<file path="config.mk">
export PLATFORM = sky130hd
export DESIGN_NAME = hd44780_stream_ctrl
export DESIGN_NICKNAME = d
export VERILOG_FILES = /design/src/rtl/hd44780_stream_ctrl.sv
export SDC_FILE = /design/constraint.sdc
export NUM_CORES = 1
export LEC_CHECK = 0
export CAP_MARGIN = 20
export CORE_MARGIN = 5
export CORE_UTILIZATION = 34
export CTS_CLUSTER_DIAMETER = 40
export DETAILED_ROUTE_END_ITERATION = 16
export GPL_ROUTABILITY_DRIVEN = 0
export GPL_TIMING_DRIVEN = 0
export MAX_ROUTING_LAYER = met4
export PLACE_DENSITY = 0.58
export SLEW_MARGIN = 20
export SYNTH_ARGS = -nofsm -noshare
export SYNTH_HDL_FRONTEND = slang
export SYNTH_SLANG_ARGS = --single-unit
</file>
<file path="constraint.sdc">
create_clock -name clk -period 10.3 [get_ports clk]
set_clock_uncertainty 0.1 [all_clocks]
set_input_delay 2.06 -clock clk [delete_from_list [all_inputs] [get_ports clk]]
set_output_delay 2.06 -clock clk [all_outputs]
set_load 0.02 [all_outputs]
</file>
<file path="src/rtl/hd44780_stream_ctrl.sv">
// hd44780_stream_ctrl
// ---------------------------------------------------------------------------
// HD44780 character-LCD controller for the 4-bit bus. After reset it waits
// for the panel to power up, runs the 4-bit init sequence, then streams
// host bytes (command or data) to the LCD as two nibbles each. The cursor
// is tracked so that, when AUTOWRAP is set, a Set-DDRAM command is inserted
// behind the host's back whenever a data byte runs off the end of a line.
//
// Ports
//   clk        sole clock, rising edge
//   rst        asynchronous active-high reset
//   in_valid   host byte valid
//   in_rs      host RS: 0 = command, 1 = data
//   in_data    host byte
//   in_ready   block accepts a byte this cycle (transfer = in_valid & in_ready)
//   init_done  init sequence complete; held until reset
//   lcd_rs     LCD RS pin
//   lcd_e      LCD E strobe
//   lcd_d      LCD D7..D4 (lcd_d[3] = D7)
//
// Timing of one nibble: SETUP_CYCLES cycles E low with RS/D driven, then
// E_CYCLES cycles E high, then one hold cycle E low. RS/D only change on the
// first setup cycle, so they are never disturbed while E is high.
// ---------------------------------------------------------------------------
module hd44780_stream_ctrl #(
  parameter int SETUP_CYCLES = 2,
  parameter int E_CYCLES     = 4,
  parameter int WAIT_SHORT   = 2000,
  parameter int WAIT_LONG    = 80000,
  parameter int WAIT_POWERUP = 750000,
  parameter int COLS         = 16,
  parameter int ROWS         = 2,
  parameter int AUTOWRAP     = 1
) (
  input  logic       clk,
  input  logic       rst,
  input  logic       in_valid,
  input  logic       in_rs,
  input  logic [7:0] in_data,
  output logic       in_ready,
  output logic       init_done,
  output logic       lcd_rs,
  output logic       lcd_e,
  output logic [3:0] lcd_d
);

  typedef enum logic [3:0] {
    PWR_WAIT,
    INIT_NIB,
    INIT_BYTE,
    IDLE,
    SEND_HI,
    SEND_LO,
    WAIT,
    WRAP_HI,
    WRAP_LO
  } state_t;

  localparam int          NIB_LEN   = SETUP_CYCLES + E_CYCLES + 1;
  localparam logic [15:0] PH_LAST   = 16'(NIB_LEN - 1);
  localparam logic [15:0] E_START   = 16'(SETUP_CYCLES);
  localparam logic [15:0] E_STOP    = 16'(SETUP_CYCLES + E_CYCLES);
  localparam logic [31:0] PWR_LAST  = 32'(WAIT_POWERUP - 1);
  localparam logic [31:0] SHORT_LEN = 32'(WAIT_SHORT);
  localparam logic [31:0] LONG_LEN  = 32'(WAIT_LONG);
  localparam logic [6:0]  COLS_L    = 7'(COLS);
  localparam logic [7:0]  FUNC_SET  = (ROWS == 1) ? 8'h20 : 8'h28;

  // Step numbering: 0..3 are the single init nibbles, 4..7 the init bytes,
  // 8 means normal streaming. WAIT uses it to decide where to go next.
  localparam logic [3:0]  STEP_RUN  = 4'd8;

  state_t      state_q, state_d;
  logic [31:0] cnt_q, cnt_d;
  logic [31:0] wait_len_q, wait_len_d;
  logic [15:0] phase_q, phase_d;
  logic [3:0]  step_q, step_d;
  logic        half_q, half_d;
  logic [7:0]  byte_q, byte_d;
  logic        rs_q, rs_d;
  logic        wrap_pend_q, wrap_pend_d;
  logic [6:0]  col_q, col_d;
  logic        row_q, row_d;
  logic        in_ready_q, in_ready_d;
  logic        init_done_q, init_done_d;
  logic        lcd_e_q, lcd_e_d;
  logic        lcd_rs_q, lcd_rs_d;
  logic [3:0]  lcd_d_q, lcd_d_d;

  logic        nib_end;
  logic        accept;
  logic        nib_state;
  logic [6:0]  col_inc;
  logic [7:0]  init_byte;

  assign in_ready  = in_ready_q;
  assign init_done = init_done_q;
  assign lcd_rs    = lcd_rs_q;
  assign lcd_e     = lcd_e_q;
  assign lcd_d     = lcd_d_q;

  // Next-state logic. Every register has its next value computed here; the
  // LCD pin values are derived from the *next* state and phase so that the
  // registered pins line up exactly with the state they belong to.
  always_comb begin
    state_d     = state_q;
    cnt_d       = cnt_q;
    wait_len_d  = wait_len_q;
    phase_d     = phase_q;
    step_d      = step_q;
    half_d      = half_q;
    byte_d      = byte_q;
    rs_d        = rs_q;
    wrap_pend_d = wrap_pend_q;
    col_d       = col_q;
    row_d       = row_q;
    init_done_d = init_done_q;
    lcd_e_d     = 1'b0;
    lcd_rs_d    = lcd_rs_q;
    lcd_d_d     = lcd_d_q;
    init_byte   = 8'h00;

    nib_end = (phase_q == PH_LAST);
    accept  = in_valid & in_ready_q;
    col_inc = col_q + 7'd1;

    case (state_q)
      PWR_WAIT: begin
        if (cnt_q == PWR_LAST) begin
          state_d = INIT_NIB;
          cnt_d   = 32'd0;
          phase_d = 16'd0;
          step_d  = 4'd0;
        end else begin
          cnt_d = cnt_q + 32'd1;
        end
      end

      INIT_NIB: begin
        if (nib_end) begin
          state_d    = WAIT;
          cnt_d      = 32'd0;
          // The first two 0x3 nibbles need the long settle time.
          wait_len_d = (step_q < 4'd2) ? LONG_LEN : SHORT_LEN;
        end else begin
          phase_d = phase_q + 16'd1;
        end
      end

      INIT_BYTE: begin
        if (nib_end) begin
          if (!half_q) begin
            half_d  = 1'b1;
            phase_d = 16'd0;
          end else begin
            half_d     = 1'b0;
            state_d    = WAIT;
            cnt_d      = 32'd0;
            // Step 6 is the clear-display byte.
            wait_len_d = (step_q == 4'd6) ? LONG_LEN : SHORT_LEN;
          end
        end else begin
          phase_d = phase_q + 16'd1;
        end
      end

      IDLE: begin
        if (accept) begin
          byte_d  = in_data;
          rs_d    = in_rs;
          state_d = SEND_HI;
          phase_d = 16'd0;
          // Cursor bookkeeping happens at latch time so a wrap can be
          // scheduled before the byte is even on the bus.
          if (in_rs) begin
            if ((AUTOWRAP != 0) && (col_inc >= COLS_L)) begin
              col_d       = 7'd0;
              row_d       = (ROWS == 2) ? ~row_q : 1'b0;
              wrap_pend_d = 1'b1;
            end else begin
              col_d = col_inc;
            end
          end else if ((in_data == 8'h01) || (in_data == 8'h02)) begin
            col_d = 7'd0;
            row_d = 1'b0;
          end else if (in_data[7]) begin
            row_d = (ROWS == 1) ? 1'b0 : in_data[6];
            col_d = {1'b0, in_data[5:0]};
          end
        end
      end

      SEND_HI: begin
        if (nib_end) begin
          state_d = SEND_LO;
          phase_d = 16'd0;
        end else begin
          phase_d = phase_q + 16'd1;
        end
      end

      SEND_LO: begin
        if (nib_end) begin
          state_d    = WAIT;
          cnt_d      = 32'd0;
          wait_len_d = (!rs_q && ((byte_q == 8'h01) || (byte_q == 8'h02)))
                       ? LONG_LEN : SHORT_LEN;
        end else begin
          phase_d = phase_q + 16'd1;
        end
      end

      WRAP_HI: begin
        if (nib_end) begin
          state_d = WRAP_LO;
          phase_d = 16'd0;
        end else begin
          phase_d = phase_q + 16'd1;
        end
      end

      WRAP_LO: begin
        if (nib_end) begin
          state_d    = WAIT;
          cnt_d      = 32'd0;
          wait_len_d = SHORT_LEN;
        end else begin
          phase_d = phase_q + 16'd1;
        end
      end

      WAIT: begin
        if (cnt_q == (wait_len_q - 32'd1)) begin
          phase_d = 16'd0;
          if (step_q < STEP_RUN) begin
            step_d = step_q + 4'd1;
            half_d = 1'b0;
            if (step_q < 4'd3) begin
              state_d = INIT_NIB;
            end else if (step_q < 4'd7) begin
              state_d = INIT_BYTE;
            end else begin
              state_d     = IDLE;
              init_done_d = 1'b1;
              col_d       = 7'd0;
              row_d       = 1'b0;
            end
          end else if (wrap_pend_q) begin
            // Row was already advanced when the overflowing byte was latched.
            wrap_pend_d = 1'b0;
            byte_d      = row_q ? 8'hC0 : 8'h80;
            state_d     = WRAP_HI;
          end else begin
            state_d = IDLE;
          end
        end else begin
          cnt_d = cnt_q + 32'd1;
        end
      end

      default: begin
        state_d = PWR_WAIT;
        cnt_d   = 32'd0;
      end
    endcase

    // in_ready rises one cycle after the block settles in IDLE, so the
    // accept cycle is followed by a fixed 1 + 2N + wait cycles of not-ready.
    in_ready_d = (state_q == IDLE) && (state_d == IDLE);

    case (step_d)
      4'd4:    init_byte = FUNC_SET;
      4'd5:    init_byte = 8'h0C;
      4'd6:    init_byte = 8'h01;
      4'd7:    init_byte = 8'h06;
      default: init_byte = 8'h00;
    endcase

    nib_state = (state_d == INIT_NIB) || (state_d == INIT_BYTE) ||
                (state_d == SEND_HI)  || (state_d == SEND_LO)   ||
                (state_d == WRAP_HI)  || (state_d == WRAP_LO);

    // Pin values are constant over a whole nibble; they only take a new
    // value on phase 0, which is always an E-low cycle.
    if (nib_state) begin
      lcd_e_d = (phase_d >= E_START) && (phase_d < E_STOP);
      case (state_d)
        INIT_NIB: begin
          lcd_rs_d = 1'b0;
          lcd_d_d  = (step_d == 4'd3) ? 4'h2 : 4'h3;
        end
        INIT_BYTE: begin
          lcd_rs_d = 1'b0;
          lcd_d_d  = half_d ? init_byte[3:0] : init_byte[7:4];
        end
        SEND_HI: begin
          lcd_rs_d = rs_d;
          lcd_d_d  = byte_d[7:4];
        end
        SEND_LO: begin
          lcd_rs_d = rs_d;
          lcd_d_d  = byte_d[3:0];
        end
        WRAP_HI: begin
          lcd_rs_d = 1'b0;
          lcd_d_d  = byte_d[7:4];
        end
        default: begin
          lcd_rs_d = 1'b0;
          lcd_d_d  = byte_d[3:0];
        end
      endcase
    end
  end

  // State and registered outputs. Reset is asynchronous so E drops the
  // moment rst rises, even in the middle of a strobe.
  always_ff @(posedge clk or posedge rst) begin
    if (rst) begin
      state_q     <= PWR_WAIT;
      cnt_q       <= 32'd0;
      wait_len_q  <= 32'd0;
      phase_q     <= 16'd0;
      step_q      <= 4'd0;
      half_q      <= 1'b0;
      byte_q      <= 8'h00;
      rs_q        <= 1'b0;
      wrap_pend_q <= 1'b0;
      col_q       <= 7'd0;
      row_q       <= 1'b0;
      in_ready_q  <= 1'b0;
      init_done_q <= 1'b0;
      lcd_e_q     <= 1'b0;
      lcd_rs_q    <= 1'b0;
      lcd_d_q     <= 4'h0;
    end else begin
      state_q     <= state_d;
      cnt_q       <= cnt_d;
      wait_len_q  <= wait_len_d;
      phase_q     <= phase_d;
      step_q      <= step_d;
      half_q      <= half_d;
      byte_q      <= byte_d;
      rs_q        <= rs_d;
      wrap_pend_q <= wrap_pend_d;
      col_q       <= col_d;
      row_q       <= row_d;
      in_ready_q  <= in_ready_d;
      init_done_q <= init_done_d;
      lcd_e_q     <= lcd_e_d;
      lcd_rs_q    <= lcd_rs_d;
      lcd_d_q     <= lcd_d_d;
    end
  end

endmodule

</file>
# == Word level (Yosys, flattened, before mapping) ==
# Index checks and enable logic that the tools add are counted.
# word_totals
inputBits,12
regBits,115
out_inout_bits,8
# classes
n_reduce_logical,25
n_mux,85
order_cmp,7
n_bitwise,5
add_sub_neg,5
n_eq_ne,45
# op_table
op,count
32-bit two-way mux,10
32-bit one-hot mux with 5 select lines,1
32-bit one-hot mux with 4 select lines,1
16-bit two-way mux,7
16-bit one-hot mux with 6 select lines,1
7-bit two-way mux,10
4-bit two-way mux,13
17-bit two-way mux,3
4-bit by 3-bit == test with 1-bit output (second input constant),12
32-bit by 1-bit adder with 32-bit output (second input constant),1
32-bit by 20-bit == test with 1-bit output (second input constant),1
32-bit == test,1
8-bit two-way mux,4
32-bit by 1-bit subtractor with 32-bit output (second input constant),1
2-bit != test (second input constant),14
4-bit one-hot mux with 7 select lines,1
1-bit two-way mux,24
6-bit one-hot mux with 4 select lines,1
4-bit by 2-bit == test with 1-bit output (second input constant),5
16-bit by 1-bit adder with 16-bit output (second input constant),1
16-bit by 3-bit == test with 1-bit output (second input constant),1
8-bit by 1-bit == test with 1-bit output (second input constant),2
8-bit by 2-bit == test with 1-bit output (second input constant),2
16-bit by 2-bit >= comparator with 1-bit output (second input constant),1
33 further kinds,54

# == Logic depth before layout (Yosys ltp) ==
# Gate-level depths: netlist of the first run.
# depth
ltp_word,13
ltp_mapped,16

# == Worst setup path after synthesis of the first run ==
# Ideal clock, no wire load.
# synth_path
path_type,input to register
from,in in_valid
to,"reg lcd_e_q, in the netlist lcd_e"
path_stages,10
setup_slack_ns,5.911
t_arrival_ns,4.194
t_required_ns,10.104
setup_time_ns,0.096
cell_sequence,nand2_1 -> and3b_1 -> o21ai_0 -> nand2_1 -> a311oi_4 -> nand4_1 -> a2111oi_2 -> nand4b_1 -> or4b_1 -> nor4_2
# synth_between
elab_chain_len,10
word_cells_on_any_way,20
cone_classes,order compare: 2; eq/ne: 6; mux: 5; bitwise: 1; reduce/logical: 6
# synth_lines
element,line,text
"start, declared",37,"input logic in_valid,"
1-bit bitwise AND *,124,accept = in_valid & in_ready_q;
branches (longest 8 deep; another with 16-bit by 2-bit >= comparator with 1-bit output),n/a,
1-bit two-way mux *,285,if (nib_state) begin
via lcd_e_d,86,"logic lcd_e_q, lcd_e_d;"
"end signal, assigned",350,lcd_e_q <= lcd_e_d;
"end, declared",86,
# Mark *: on every way through the listed nets, which the timed path passes.
# A chain may end at the register's enable or synchronous reset.

# == Worst setup path in the final report of the first run ==
# Ends and elaborated chain as after synthesis.

==> run_results.csv, run 1 <==
group,metric,value,unit
placement,dpl_worst_slack,5.07,ns
grt,track_usage,0.159,
clock_tree,cts_tree,"yes",
final_layout,fillerInstances,1561,
final_layout,num-nets-final,670,
grt,grt_pass1_wl,22900,um
logic_synthesis,synth_nets,640,
sta,fmax,205,MHz
clock_tree,path_clk_slew,0.06,ns
final_layout,area_growth,14.1,%
logic_synthesis,ys_types,67,
power,power,1.42,mW
logic_synthesis,ys_seq_area_frac,0.400,
die,rows,46,
power,pwr_density_cell,231,mW/mm^2
logic_synthesis,ys.flop_type,"dfrtp_1",
sta,setup_viol,0,
detailed_routing,antenna_left,0,
sta,tightest_slew,0.944,ns
clock_tree,clk_latency,0.35,ns
hold_path,holdCritPathClass,"flip-flop to flip-flop",
logic_synthesis,yosys-top-cells-area,"dfrtp_1 40%, nor2_1 4.6%, nand2_1 4.0%, xor2_1 3.7%, xnor2_1 3.6%",
sta,layout_worst_path_cycle_share,0.474,
logic_synthesis,synth_warnings,0,
grt,gr-total-overflow,0,
die,fp.dieArea,0.0185,mm^2
logic_synthesis,yosysTopAreaCell,"dfrtp_1",
final_layout,num_antenna_cells,0,
detailed_routing,drcViolationCount,0,
sta,finalWorstSetupSlack,5.41,ns
final_layout,final_cell_mix,"86 x dfrtp_1, 66 x nor2_1, 58 x nand2_1, 36 x o21ai_0, 32 x nand3_1",
clock_tree,post_cts_resized,0,
setup_path,cp_max_fo,10,
detailed_routing,wl_per_cell,15.8,um
sta,hold_viol,0,
detailed_routing,vias,4688,
final_layout,layout_commonest_cell,"dfrtp_1",
sta,relSlewSlack,0.366,
setup_path,critPathRequiredTime,10.45,ns
detailed_routing,first_pass_iters,5,
die,coreArea,0.0157,mm^2
final_layout,drive_gt1_frac,0.0569,
sta,min_period,4.89,ns
outcome,outcome,"finished, final reports clean",
die,initial_core_util,0.343,
logic_synthesis,postSynthAreaPerCell,8.76,um^2
clock_tree,cts_max_level,3,
detailed_routing,via_per_inst,5.41,
die,fp.dieH,136,um
clock_tree,clockBufferDepth,2,
logic_synthesis,syn_inst,615,
die,die_w,136,um
setup_path,startpoint_type,"primary input",
sta,maxSlewViolCount,0,
clock_tree,clockRootBuffer,"clkbuf_16",
flow_run,maxCapViolations,0,
sta,rsz0062_at_grt,"false",
die,io_pins,20,
clock_tree,cts_hold_buf,0,
power,p_leak,2.58,nW
logic_synthesis,synth_edf_count,0,
setup_path,endpoint_kind,"flip-flop",
detailed_routing,drtIter0Drc,405,
setup_path,cp.arrival,5.04,ns
clock_tree,cts_sinks,86,
placement,port_buffers,18,
logic_synthesis,synth.top_cell.area_share,0.400,
setup_path,reg2reg_slack,5.41,ns
power,ir_worst_vdd,0.000102,V
setup_path,path_class,"primary input to flip-flop",
sta,finalSetupTns,0,ns
logic_synthesis,synth_async_sr_flop_share,1.00,
grt,grt_max_degree,48,
logic_synthesis,synthesis.area,0.00539,mm^2
grt,antenna_found_initial,0,
clock_tree,cts_made_buffers,9,
detailed_routing,wl,13700,um
clock_tree,post-cts-setup-buffer-count,0,
placement,dp_hpwl,10200,um
logic_synthesis,ys_ff_latch,86,
grt,grt_pass1_vias,4564,
Yosys cell counts, types with 7 or more instances:
cell,instances
nand3_1,32
o21ai_0,36
ha_1,13
nor2b_1,8
xnor2_1,22
a31oi_1,7
o31ai_1,9
a22o_1,9
nor2_1,66
and3_1,21
xor2_1,23
nand2_1,58
dfrtp_1,86
clkbuf_1,23
nor3_1,16
inv_1,19
nor3b_1,7
or3_1,7
nor4_1,8
nand4_1,14
a21oi_1,26
report_power, final:
group / internal, mW / switching (mW)
combinational: 0.256 / 0.372
clock: 0.187 / 0.133
sequential: 0.409 / 0.0637
worst paths after layout:
kind	to	startpoint	cells past startpoint
min reg2reg	init_done	init_done	1
max reg2reg	lcd_e	wait_len_q[10]	16
min in group asynchronous	cnt_q[18]	rst	2
max	lcd_e	in_valid	12
min	init_done	init_done	1
max in group asynchronous	phase_q[0]	rst	3
sequential cells by signal (all words and copies together) (netlist names):
signal       cells
lcd_rs           1
state_q          4
wrap_pend_q      1
phase_q         16
col_q            7
in_ready         1
rs_q             1
init_done        1
cnt_q           32
lcd_d            4
byte_q           8
lcd_e            1
step_q           4
half_q           1
wait_len_q       3
row_q            1
final cells by class:
class                           instances  area (um^2)  share of cell area
Clock inverter                          4         47.5             0.00774
Sequential cell                        86         2150               0.350
Multi-Input combinational cell        484         3060               0.498
Clock buffer                           12          236              0.0385
Timing Repair Buffer                   19          200              0.0326
Tap cell                              216          270              0.0440
Inverter                               19         73.8              0.0120
Buffer                                 26          101              0.0165
metrics by stage:
| stage | util | instance area, um^2 | hold WS, ns | instances |
|---|---|---|---|---|
| after floorplan | - | 5390 | 0.357 | 615 |
| after global placement | 0.371 | 5840 | 0.377 | 849 |
| after detailed placement | 0.373 | 5860 | 0.377 | 850 |
| after CTS | 0.391 | 6140 | 0.394 | 866 |
| after global routing | 0.391 | 6140 | 0.425 | 866 |
| final | 0.391 | 6140 | 0.384 | 866 |
critical path, stage by stage:
cell             delay, ns
clkdlybuf4s50_1       0.49
nand2_1               0.10
and3b_1               0.18
o21ai_0               0.13
nand2_1               0.10
a311oi_4              0.41
nand3_1               0.14
buf_2                 0.22
o21ai_0               0.27
nand4b_1              0.14
or4b_1                0.51
nor4_2                0.27
cell families (layout without fill, tap and decap cells):
| kind of cell | Yosys count | count (layout) | share of synthesized area |
|---|---|---|---|
| buf+inv | 45 | 80 | 0.0321 |
| mux | 10 | 10 | 0.0197 |
| fa+ha+maj | 13 | 13 | 0.0302 |
| simple gates | 284 | 284 | 0.279 |
| compound gates | 132 | 132 | 0.166 |
| xor+xnor | 45 | 45 | 0.0732 |
| flops | 86 | 86 | 0.400 |
layer usage:
layer  up-vias  global-route usage  share of wire
li1       2290                   -              -
met1      2287               0.210           0.47
met2        98               0.248           0.47
met3        13              0.0374          0.047
met4         0              0.0381          0.011
met5         -                   -              0
Power figures use the tool's default switching activity.
==> run 2, diff against run 1 <==
==> constraint.sdc (replaced) <==
create_clock -name clk -period 4.6 [get_ports clk]
set_clock_uncertainty 0.1 [all_clocks]
set_input_delay 0.92 -clock clk [delete_from_list [all_inputs] [get_ports clk]]
set_output_delay 0.92 -clock clk [all_outputs]
set_load 0.02 [all_outputs]
==> run_results.csv, run 2 (synthesized netlist as in run 1, its figures left out) <==
group,metric,value,unit
outcome,outcome,"finished, final reports clean",
grt,grtUsageMet3,0.0374,
clock_tree,cts_hold_buf,0,
die,rows,46,
sta,finalWorstSetupSlack,0.236,ns
placement,port_buffers,18,
detailed_routing,drtIter0Drc,337,
setup_path,path_class,"flip-flop to flip-flop",
clock_tree,clockBufferDepth,2,
grt,grt_pass1_wl,22900,um
placement,dp_hpwl,10200,um
clock_tree,path_clk_slew,0.06,ns
sta,relSlewSlack,0.419,
final_layout,fillerInstances,1552,
die,fp.dieH,136,um
sta,rsz0062_at_grt,"false",
setup_path,endpoint_kind,"flip-flop",
sta,maxSlewViolCount,0,
detailed_routing,first_pass_iters,5,
final_layout,largestRegisters,"cnt_q (32), phase_q (16), byte_q (8)",
setup_path,r2r_cells,14,
detailed_routing,wl,13900,um
placement,dpl_worst_slack,-0.290,ns
final_layout,num-nets-final,673,
placement,dp_cells,850,
power,ir_worst_vdd,0.000227,V
hold_path,holdCritPathClass,"flip-flop to flip-flop",
detailed_routing,antenna_left,0,
grt,met2_usage,0.249,
clock_tree,clockRootBuffer,"clkbuf_16",
final_layout,design_area,0.00623,mm^2
power,pwr_density_cell,520,mW/mm^2
setup_path,startpoint_type,"flip-flop",
setup_path,cp.arrival,4.49,ns
final_layout,final_cell_mix,"85 x dfrtp_1, 66 x nor2_1, 57 x nand2_1, 34 x o21ai_0, 32 x nand3_1",
flow_run,maxCapViolations,0,
detailed_routing,wl_per_cell,15.9,um
clock_tree,cts_sinks,86,
power,p_leak,2.62,nW
placement,place_area,0.00586,mm^2
clock_tree,cts_max_level,3,
detailed_routing,via_per_inst,5.49,
grt,gr-total-overflow,0,
die,coreArea,0.0157,mm^2
sta,min_period,4.36,ns
final_layout,num_antenna_cells,0,
grt,antenna_found_initial,0,
grt,track_usage,0.159,
sta,layout_worst_path_cycle_share,0.949,
detailed_routing,drcViolationCount,0,
die,initial_core_util,0.343,
grt,grt_max_degree,48,
grt,grt_pass1_vias,4589,
sta,hold_viol,0,
final_layout,layout_commonest_cell,"dfrtp_1",
grt,busiest_layer,"met2",
clock_tree,cts_made_buffers,9,
setup_path,cp_max_fo,9,
grt,use_met1,0.209,
final_layout,fin_cells,869,
die,die_w,136,um
sta,setup_viol,0,
detailed_routing,vias,4770,
hold_path,whs_path_depth,1,
die,fp.dieArea,0.0185,mm^2
sta,finalSetupTns,0,ns
die,io_pins,20,
sta,tightest_slew,0.868,ns
setup_path,critPathRequiredTime,4.72,ns
clock_tree,cts_tree,"yes",
clock_tree,clk_latency,0.35,ns
final_layout,area_growth,15.7,%
power,power,3.24,mW
final_layout,drive_gt1_frac,0.0766,
sta,fmax,229,MHz
final_layout,regMostFlops,"cnt_q",
final_layout,largest_reg_flops,32,
[run 2: worst max-delay path, cell delays in order (launching register included)]
cell,delay [ns]
dfrtp_2,0.46
inv_2,0.10
ha_2,0.23
nor3b_4,0.31
ha_1,0.31
xnor2_1,0.13
a211oi_1,0.16
o221ai_1,0.20
or4_1,0.58
or4_1,0.47
nand2_2,0.16
or3b_2,0.49
a21oi_4,0.29
nor2b_1,0.17
a21oi_1,0.05
[run 2: stage by stage]
step / hold WS, ns / util
after floorplan: 0.357 / -
after global placement: 0.377 / 0.371
after detailed placement: 0.377 / 0.373
after CTS: 0.394 / 0.393
after global routing: 0.425 / 0.397
final: 0.384 / 0.397
[run 2: cell type report]
type / count / area, um^2 / area share
inverters: 19 / 73.8 / 0.0118
clock inverters: 4 / 47.5 / 0.00763
multi-input cells: 484 / 3120 / 0.501
well taps: 216 / 270 / 0.0434
flip-flops and latches: 86 / 2150 / 0.346
repair buffers: 23 / 230 / 0.0369
clock buffers: 12 / 236 / 0.0380
plain buffers: 25 / 97.6 / 0.0157
[run 2: per-layer routing]
| metal | vias up | part of all wire |
|---|---|---|
| li1 | 2299 | - |
| met1 | 2338 | 0.47 |
| met2 | 119 | 0.47 |
| met3 | 14 | 0.043 |
| met4 | 0 | 0.011 |
| met5 | - | 0 |
[run 2: power by group]
part | switching [mW] | internal [mW]
Combinational | 0.859 | 0.601
Sequential | 0.150 | 0.917
Clock | 0.298 | 0.420
[run 2: worst paths after layout]
kind | startpoint | to | slack [ns]
min in group asynchronous | rst | cnt_q[18] | 0.91
max reg2reg | wait_len_q[10] | lcd_d[2] | 0.24
min | init_done | init_done | 0.38
max | wait_len_q[10] | lcd_d[2] | 0.24
min reg2reg | init_done | init_done | 0.38
max in group asynchronous | rst | state_q[0] | 2.86
[run 2: what timing repair did]
item	4_1_cts	5_1_grt
endpoints found under the setup margin	25	24
pin swaps	1	3
gates resized for setup	7	9
buffers inserted	0	4
